**src/rtl/frame_capture_pkg.sv**
```systemverilog
// Shared types and constants for the frame capture stage that feeds the 3x3 convolution filter.
package frame_capture_pkg;

    typedef enum logic [1:0] {
        IDLE = 2'd0,
        FILL = 2'd1,
        HOLD = 2'd2
    } cap_state_t;

    localparam logic [1:0] CH_R = 2'd0;
    localparam logic [1:0] CH_G = 2'd1;
    localparam logic [1:0] CH_B = 2'd2;

    localparam int R_MSB = 23;
    localparam int R_LSB = 16;
    localparam int G_MSB = 15;
    localparam int G_LSB = 8;
    localparam int B_MSB = 7;
    localparam int B_LSB = 0;

    // Counter width for an extent of n; a single-entry extent still needs one bit.
    function automatic int cnt_width(input int n);
        return (n > 1) ? $clog2(n) : 1;
    endfunction

endpackage

```
**src/rtl/raster_position_counter.sv**
```systemverilog
// Raster (row, col) position tracker; the column is the fast index and wraps into the row.
module raster_position_counter
    import frame_capture_pkg::*;
#(
    parameter int H = 4,
    parameter int V = 4,
    localparam int RW = cnt_width(H),
    localparam int CW = cnt_width(V)
) (
    input  logic          clk,
    input  logic          rst_n,
    input  logic          i_clear,
    input  logic          i_advance,
    output logic [RW-1:0] o_row,
    output logic [CW-1:0] o_col,
    output logic          o_last
);

    logic [RW-1:0] r_row;
    logic [CW-1:0] r_col;
    logic [RW-1:0] w_base_row;
    logic [CW-1:0] w_base_col;
    logic [RW-1:0] w_next_row;
    logic [CW-1:0] w_next_col;

    // Clear and advance together yield the successor of (0,0), used for an early restart.
    always_comb begin
        w_base_row = i_clear ? '0 : r_row;
        w_base_col = i_clear ? '0 : r_col;
        w_next_row = w_base_row;
        w_next_col = w_base_col;
        if (i_advance) begin
            if (w_base_col == CW'(V - 1)) begin
                w_next_col = '0;
                if (w_base_row == RW'(H - 1)) begin
                    w_next_row = '0;
                end else begin
                    w_next_row = w_base_row + RW'(1);
                end
            end else begin
                w_next_col = w_base_col + CW'(1);
                w_next_row = w_base_row;
            end
        end else begin
            w_next_row = w_base_row;
            w_next_col = w_base_col;
        end
    end

    // Position registers.
    always_ff @(posedge clk or negedge rst_n) begin
        if (!rst_n) begin
            r_row <= '0;
            r_col <= '0;
        end else begin
            r_row <= w_next_row;
            r_col <= w_next_col;
        end
    end

    assign o_row  = r_row;
    assign o_col  = r_col;
    assign o_last = (r_row == RW'(H - 1)) && (r_col == CW'(V - 1));

endmodule

```
**src/rtl/frame_capture.sv**
```systemverilog
// Assembles a raster-order RGB stream into a held [ch][row][col] frame with SOF error recovery.
module frame_capture
    import frame_capture_pkg::*;
#(
    parameter int H = 4,
    parameter int V = 4
) (
    input  logic                           clk,
    input  logic                           rst_n,
    input  logic                           i_s_valid,
    output logic                           o_s_ready,
    input  logic [23:0]                    i_s_data,
    input  logic                           i_s_sof,
    output logic [0:2][0:H-1][0:V-1][7:0]  o_image,
    output logic                           o_frame_valid,
    input  logic                           i_frame_ack,
    output logic                           o_sof_err
);

    localparam int RW     = cnt_width(H);
    localparam int CW     = cnt_width(V);
    localparam bit SINGLE = (H * V == 1);

    cap_state_t                    r_state;
    logic                          r_frame_valid;
    logic                          r_sof_err;
    logic [0:2][0:H-1][0:V-1][7:0] r_image;

    logic          w_accept;
    logic          w_write;
    logic          w_early;
    logic          w_err;
    logic          w_clear;
    logic          w_advance;
    logic          w_wr_last;
    logic [RW-1:0] w_row;
    logic [CW-1:0] w_col;
    logic          w_last;
    logic [RW-1:0] w_wr_row;
    logic [CW-1:0] w_wr_col;

    raster_position_counter #(.H(H), .V(V)) u_pos (
        .clk       (clk),
        .rst_n     (rst_n),
        .i_clear   (w_clear),
        .i_advance (w_advance),
        .o_row     (w_row),
        .o_col     (w_col),
        .o_last    (w_last)
    );

    assign o_s_ready = (r_state != HOLD);
    assign w_accept  = i_s_valid & o_s_ready;

    // Write/position decode; in IDLE the counter already sits at (0,0).
    always_comb begin
        w_write   = 1'b0;
        w_early   = 1'b0;
        w_err     = 1'b0;
        w_clear   = 1'b0;
        w_advance = 1'b0;
        case (r_state)
            IDLE: begin
                if (w_accept && i_s_sof) begin
                    w_write   = 1'b1;
                    w_advance = 1'b1;
                end else begin
                    w_err = w_accept;
                end
            end
            FILL: begin
                if (w_accept) begin
                    w_write   = 1'b1;
                    w_advance = 1'b1;
                    if (i_s_sof && ((w_row != '0) || (w_col != '0))) begin
                        w_early = 1'b1;
                        w_err   = 1'b1;
                        w_clear = 1'b1;
                    end else begin
                        w_early = 1'b0;
                    end
                end else begin
                    w_write = 1'b0;
                end
            end
            HOLD: begin
                if (i_frame_ack) begin
                    w_clear = 1'b1;
                end else begin
                    w_clear = 1'b0;
                end
            end
            default: begin
                w_clear = 1'b1;
            end
        endcase
        w_wr_row  = w_early ? '0 : w_row;
        w_wr_col  = w_early ? '0 : w_col;
        w_wr_last = w_early ? SINGLE : w_last;
    end

    // Capture FSM with registered frame_valid and sof_err.
    always_ff @(posedge clk or negedge rst_n) begin
        if (!rst_n) begin
            r_state       <= IDLE;
            r_frame_valid <= 1'b0;
            r_sof_err     <= 1'b0;
        end else begin
            r_sof_err <= w_err;
            case (r_state)
                IDLE, FILL: begin
                    if (w_write && w_wr_last) begin
                        r_state       <= HOLD;
                        r_frame_valid <= 1'b1;
                    end else if (w_write) begin
                        r_state       <= FILL;
                        r_frame_valid <= 1'b0;
                    end else begin
                        r_state       <= r_state;
                        r_frame_valid <= 1'b0;
                    end
                end
                HOLD: begin
                    if (i_frame_ack) begin
                        r_state       <= IDLE;
                        r_frame_valid <= 1'b0;
                    end else begin
                        r_state       <= HOLD;
                        r_frame_valid <= 1'b1;
                    end
                end
                default: begin
                    r_state       <= IDLE;
                    r_frame_valid <= 1'b0;
                end
            endcase
        end
    end

    // Image array; abandoned partial frames are deliberately left in place.
    always_ff @(posedge clk or negedge rst_n) begin
        if (!rst_n) begin
            r_image <= '0;
        end else if (w_write) begin
            r_image[CH_R][w_wr_row][w_wr_col] <= i_s_data[R_MSB:R_LSB];
            r_image[CH_G][w_wr_row][w_wr_col] <= i_s_data[G_MSB:G_LSB];
            r_image[CH_B][w_wr_row][w_wr_col] <= i_s_data[B_MSB:B_LSB];
        end
    end

    assign o_image       = r_image;
    assign o_frame_valid = r_frame_valid;
    assign o_sof_err     = r_sof_err;

endmodule
```
**config.mk**
```make
export PLATFORM = sky130hd
export DESIGN_NAME = frame_capture
export DESIGN_NICKNAME = d
export VERILOG_FILES = /design/src/rtl/frame_capture_pkg.sv /design/src/rtl/raster_position_counter.sv /design/src/rtl/frame_capture.sv
export SDC_FILE = /design/constraint.sdc
export NUM_CORES = 1
export LEC_CHECK = 0
export BUFFER_PORTS_ARGS = -buffer_cell sky130_fd_sc_hd__clkbuf_2
export CAP_MARGIN = 40
export CORE_UTILIZATION = 40
export DETAILED_ROUTE_END_ITERATION = 8
export HOLD_SLACK_MARGIN = 0.03
export PLACE_DENSITY = 0.73
export SYNTH_ARGS = -nofsm -noshare
export SYNTH_HDL_FRONTEND = slang
export SYNTH_SLANG_ARGS = --single-unit
```
**constraint.sdc**
```tcl
create_clock -name clk -period 5.9 [get_ports clk]
set_input_delay 1.18 -clock clk [delete_from_list [all_inputs] [get_ports clk]]
set_output_delay 1.18 -clock clk [all_outputs]
set_load 0.01 [all_outputs]
```
==> flow_metrics.env, run 1 <==
export IMPL_clk_latency_ns=0.55
export IMPL_drt_iter0_markers=264
export IMPL_synth_top_area_cell="dfrtp_1"
export IMPL_io_buffer_count=415
export IMPL_yosys_top_cells_area="dfrtp_1 (66%), mux2_2 (28%), buf_2 (1.1%)"
export IMPL_drv_cap=0
export IMPL_num_rows=70
export IMPL_ys_warn_count=0
export IMPL_synth_seq_cells=392
export IMPL_switching_share_pct=30.2
export IMPL_tns_ns=0
export IMPL_nets=1345
export IMPL_wire_per_inst_um=22.2
export IMPL_critPathRequiredTime_ns=6.33
export IMPL_hold_path_class="reg -> reg"
export IMPL_die_w_um=195
export IMPL_die_height_um=195
export IMPL_cts_buffer_depth=3
export IMPL_worstPathMaxFanout=15
export IMPL_ant_nets=0
export IMPL_synth_top_area_share_pct=65.8
export IMPL_setup_ws_ns=2.81
export IMPL_power_frac_clock_pct=28.6
export IMPL_vdd_ir_drop_max_v=0.000332
export IMPL_rsz0062_at_grt="false"
export IMPL_maxSlewViolCount=0
export IMPL_max_slew_margin_pct=32.9
export IMPL_async_flop_share_pct=100
export IMPL_dr_pass1_iters=6
export IMPL_grt_pass1_wl_um=60800
export IMPL_start_kind="primary input"
export IMPL_setup_viol=0
export IMPL_io_pins=416
export IMPL_status="complete, no violations"
export IMPL_leakage_nw=10.1
export IMPL_drc=0
export IMPL_syn_area_um2=14900
export IMPL_grt_pass1_vias=9746
export IMPL_grt_max_degree=174
export IMPL_antenna_cells=0
export IMPL_clk_pin_slew_worst_paths_ns=0.06
export IMPL_vias=9166
export IMPL_start_util_pct=40.7
export IMPL_antenna_found_initial=0
export IMPL_place_ws_ns=1.98
export IMPL_synth_edf_count=0
export IMPL_htreeDepth=2
export IMPL_seq_area_frac_synth_pct=65.8
export IMPL_cts_buffers=40
export IMPL_ctsResizeCount=0
export IMPL_wl_um=40100
export IMPL_grt_ovfl_total=0
export IMPL_synth_fp_nets=931
export IMPL_clock_sinks=392
export IMPL_drive_gt1_share_pct=65.9
export IMPL_core_area_um2=36600
export IMPL_fin_worst_skew_ns=0.0123
export IMPL_seq_power_share_pct=44.8
export IMPL_period_share_pct=52.4
export IMPL_ys_flop_type="dfrtp_1"
export IMPL_grt_use_total_pct=21.2
export IMPL_avgSynthCellArea_um2=16.6
export IMPL_critPathKind="in -> reg"
export IMPL_synth_most_common_cell="dfrtp_1"
export IMPL_cts_hold_buffers_added=0
export IMPL_tightest_slew_ns=1.01
export IMPL_p_switching_mw=2.63
export IMPL_hold_viol=0
export IMPL_via_per_inst=5.07
export IMPL_gp_congestion=0.773
export IMPL_dieArea_um2=38100
export IMPL_critPathArrivalTime_ns=3.52
export IMPL_ys_types=33
export IMPL_power_density_nw_per_um2=462
export IMPL_synth_common_cells="dfrtp_1 (392), mux2_2 (376), buf_2 (32)"
export IMPL_worstSetupEndpointType="flop"
export IMPL_finalCriticalPeriod_ns=3.09
export IMPL_postCtsSetupBuffers=0
export IMPL_cts_tree="yes"
export IMPL_cts_root_buf="clkbuf_16"
export IMPL_area_growth_syn_to_layout_pct=26.5
export IMPL_power_internal_mw=6.08
export IMPL_clock_fmax_mhz=323
export IMPL_dp_hpwl_um=27200
export IMPL_syn_inst=901
export IMPL_power_frac_comb_pct=26.6
-- power by group through the flow --
stage | combinational [mW] | sequential, mW | clock (mW)
after global routing | 2.48 | 4.00 | 2.66
after CTS | 2.35 | 3.90 | 2.56
final | 2.32 | 3.90 | 2.49
after detailed placement | 2.34 | 3.95 | 0
after floorplan | 0.822 | 4.26 | 0
after global placement | 2.28 | 3.90 | 0
-- area by class of cell --
class	count	area, um2
fill	3141	17700
timing repair buffer	436	2380
tap	468	586
clock buffer	57	1180
multi-input combinational	445	4810
clock inverter	11	109
sequential	392	9810
-- stage by stage --
step	instance area [um2]	instances	hold WS, ns	utilization [%]	power, mW
floorplan	14900	901	0.529	-	5.08
global placement	17400	1733	0.472	47.6	6.18
detailed placement	17600	1740	0.475	48.0	6.29
CTS	18900	1808	0.489	51.5	8.81
global route	18900	1809	0.503	51.5	9.13
finish	18900	1809	0.485	51.5	8.71
-- registers in the layout, summed over array words and instances, names as in the netlist --
| signal | flops |
|---|---|
| o_image | 384 |
| r_state | 2 |
| u_pos.o_col | 2 |
| o_sof_err | 1 |
| o_frame_valid | 1 |
| u_pos.o_row | 2 |
-- cell families after synthesis --
| family | synth area share, % |
|---|---|
| muxes | 29.0 |
| adders and majority gates | 0.0839 |
| and+or+nand+nor | 2.32 |
| buffers and inverters | 2.00 |
| xor gates and xnor gates | 0.227 |
| DFF | 65.8 |
| AOI/OAI and AO/OA | 0.604 |
-- final timing paths --
kind                               from      endpoint  slack [ns]  depth (start not counted)
min reg2reg                o_image[288]  o_image[288]        0.49                          1
min in group asynchronous         rst_n  o_image[240]        0.62                          1
min                        o_image[288]  o_image[288]        0.49                          1
max in group asynchronous         rst_n  o_image[263]        3.87                          2
max reg2reg                  r_state[1]  o_image[203]        3.14                          4
max                           i_s_valid  o_image[203]        2.81                          5
-- placed cells by master (no fill, tap or decap), drive strengths merged --
cell type | netlist | routed
clkbuf | 26 | 471
dfrtp | 392 | 392
mux2 | 384 | 384
buf | 38 | 22
nand3 | 9 | 9
clkinv | 0 | 9
nand4 | 6 | 6
nor2b | 5 | 5
nand2 | 4 | 4
a21oi | 4 | 4
nand2b | 3 | 3
o21ai | 3 | 3
and3 | 3 | 3
nor2 | 3 | 3
a2bb2oi | 2 | 2
xor2 | 2 | 2
or4 | 2 | 2
nor4b | 2 | 2
nand4b | 2 | 2
bufinv | 0 | 2
o31ai | 2 | 2
xnor2 | 1 | 1
nor4 | 1 | 1
or2 | 1 | 1
o32ai | 1 | 1
nor4bb | 1 | 1
and2 | 1 | 1
and4 | 1 | 1
nor3 | 1 | 1
ha | 1 | 1
-- worst max-delay path, stage by stage --
cell and delay [ns]:
clkbuf_2 0.17, nor2b_1 0.69, nand4_1 0.72, buf_4 0.45, mux2_2 0.30
-- metal layers --
metal	vias up	wire length, um	global-route usage [%]
li1	4019	-	-
met1	4771	16300	26.2
met3	59	2760	6.04
met5	-	0	0
met4	0	960	6.24
met2	317	20100	36.1
(Power assumes the default switching activity.)
==> inputs of run 2 (changes only) <==
==> constraint.sdc (replaced) <==
create_clock -name clk -period 2.9 [get_ports clk]
set_input_delay 0.58 -clock clk [delete_from_list [all_inputs] [get_ports clk]]
set_output_delay 0.58 -clock clk [all_outputs]
set_load 0.01 [all_outputs]
==> run 2 against run 1 <==
Against the previous run:
- die area stayed put
- register-to-register slack got worse by 2.4 ns
- count of clock-buffer cells in the layout increased by 8
- cell area grew 0.63%
- power increased by 110%
- largest power group unchanged
- critical path depth down 1
- largest cell class unchanged
- first-iteration DRC count fell by 3.4%
- clock skew increased by 0.013 ns
- worst setup slack got worse by 2.1 ns
- global-route usage about the same
- flip-flop and latch count did not move
==> flow_metrics.env, run 2 (synthesis gave the netlist of run 1 again) <==
export IMPL_area_growth_syn_to_layout_pct=27.3
export IMPL_drt_iter0_markers=255
export IMPL_cts_buffer_depth=3
export IMPL_vdd_ir_drop_max_v=0.000583
export IMPL_grt_use_total_pct=21.2
export IMPL_gp_congestion=0.786
export IMPL_drc=0
export IMPL_cts_root_buf="clkbuf_16"
export IMPL_power_density_nw_per_um2=945
export IMPL_wl_met2_um=19900
export IMPL_slowest_stage="dfrtp_1"
export IMPL_leakage_nw=10.1
export IMPL_cts_tree="yes"
export IMPL_worstPathMaxFanout=27
export IMPL_finalCriticalPeriod_ns=2.20
export IMPL_fin_worst_skew_ns=0.0257
export IMPL_num_rows=70
export IMPL_crit_start="r_state[1]"
export IMPL_cts_hold_buffers_added=0
export IMPL_met1_length_um=16900
export IMPL_rsz0062_at_grt="false"
export IMPL_tns_ns=0
export IMPL_ant_nets=0
export IMPL_max_slew_margin_pct=54.4
export IMPL_rr_startpoint="r_state[1]"
export IMPL_most_common_layout_cells="clkbuf_2 (414), dfrtp_1 (392), mux2_2 (376)"
export IMPL_top_layer_used="met4"
export IMPL_cts_buffers=42
export IMPL_grt_max_degree=77
export IMPL_status="complete, no violations"
export IMPL_die_height_um=195
export IMPL_io_buffer_count=415
export IMPL_core_area_um2=36600
export IMPL_cpPeakStageDelay_ns=0.48
export IMPL_die_w_um=195
export IMPL_start_util_pct=40.7
export IMPL_period_share_pct=75.9
export IMPL_clk_pin_slew_worst_paths_ns=0.06
export IMPL_setup_viol=0
export IMPL_start_kind="flop"
export IMPL_grt_ovfl_total=0
export IMPL_hold_path_class="in -> async"
export IMPL_final_util_pct=51.9
export IMPL_vias=9344
export IMPL_largest_reg_flops=384
export IMPL_grt_pass1_vias=9840
export IMPL_drv_cap=0
export IMPL_dieArea_um2=38100
export IMPL_via_per_inst=5.13
export IMPL_critPathArrivalTime_ns=2.62
export IMPL_dr_wl_met3_um=2660
export IMPL_io_pins=416
export IMPL_antenna_cells=0
export IMPL_antenna_found_initial=0
export IMPL_clk_latency_ns=0.55
export IMPL_grt_pass1_wl_um=61400
export IMPL_postCtsSetupBuffers=0
export IMPL_hold_viol=0
export IMPL_wl_um=40300
export IMPL_nets=1359
export IMPL_tightest_slew_ns=0.684
export IMPL_wire_per_inst_um=22.1
export IMPL_critPathKind="reg -> reg"
export IMPL_dr_pass1_iters=4
export IMPL_dp_hpwl_um=27700
export IMPL_htreeDepth=2
export IMPL_worstSetupEndpointType="flop"
export IMPL_holdWs_ns=0.0405
export IMPL_maxSlewViolCount=0
export IMPL_crit_chain="nand2b_1 -> nor4_4 -> buf_4 -> mux2_2"
export IMPL_layout_commonest_cell="clkbuf_2"
export IMPL_critPathRequiredTime_ns=3.32
export IMPL_clock_fmax_mhz=454
export IMPL_clock_sinks=392
export IMPL_ctsResizeCount=0
export IMPL_drive_gt1_share_pct=66.1
==> run 2: layout make-up <==
type                    count  area (um2)
well taps                 468         586
fillers                  3064       17600
clock buffers              65        1300
clock inverters             5        57.6
flip-flops and latches    392        9810
multi-input cells         445        4810
repair buffers            448        2420
==> run 2: path summary, 6_finish.rpt <==
path	endpoint	slack, ns	cells after the start
min in group clk	u_pos.o_col[0]	0.34	3
hold reg to reg	o_image[199]	0.49	1
setup / recovery	o_image[128]	0.70	4
hold / removal	o_image[337]	0.04	1
setup reg to reg	o_image[128]	0.70	4
max in group asynchronous	o_image[327]	1.95	2
==> run 2: critical path: cells and delay by family, from the launching register on <==
family | cells | cell delay [ns]
multiplexers | 1 | 0.38
buffers and inverters | 1 | 0.42
AND/OR/NAND/NOR | 2 | 0.77
flip-flops | 1 | 0.48
==> run 2: stage by stage <==
step                      setup WS (ns)  cell area, um2  power, mW  cells
after floorplan                   0.760           14900       10.3    901
after global placement            0.613           17600       12.6   1753
after detailed placement          0.513           17600       12.8   1753
after CTS                         0.691           19000       18.1   1823
after global routing              0.588           19000       18.8   1823
final                             0.700           19000       17.9   1823
==> run 2: report_power, final <==
part	internal (mW)	switching [mW]	total (mW)
sequential	7.07	0.875	7.94
clock	3.15	2.08	5.24
combinational	2.32	2.43	4.75
total	12.5	5.39	17.9
==> run 2: routing by layer <==
layer	vias up	GRT usage, %
met5	-	0
met4	0	6.21
met3	48	5.32
met2	307	35.7
met1	4935	27.1
li1	4054	-
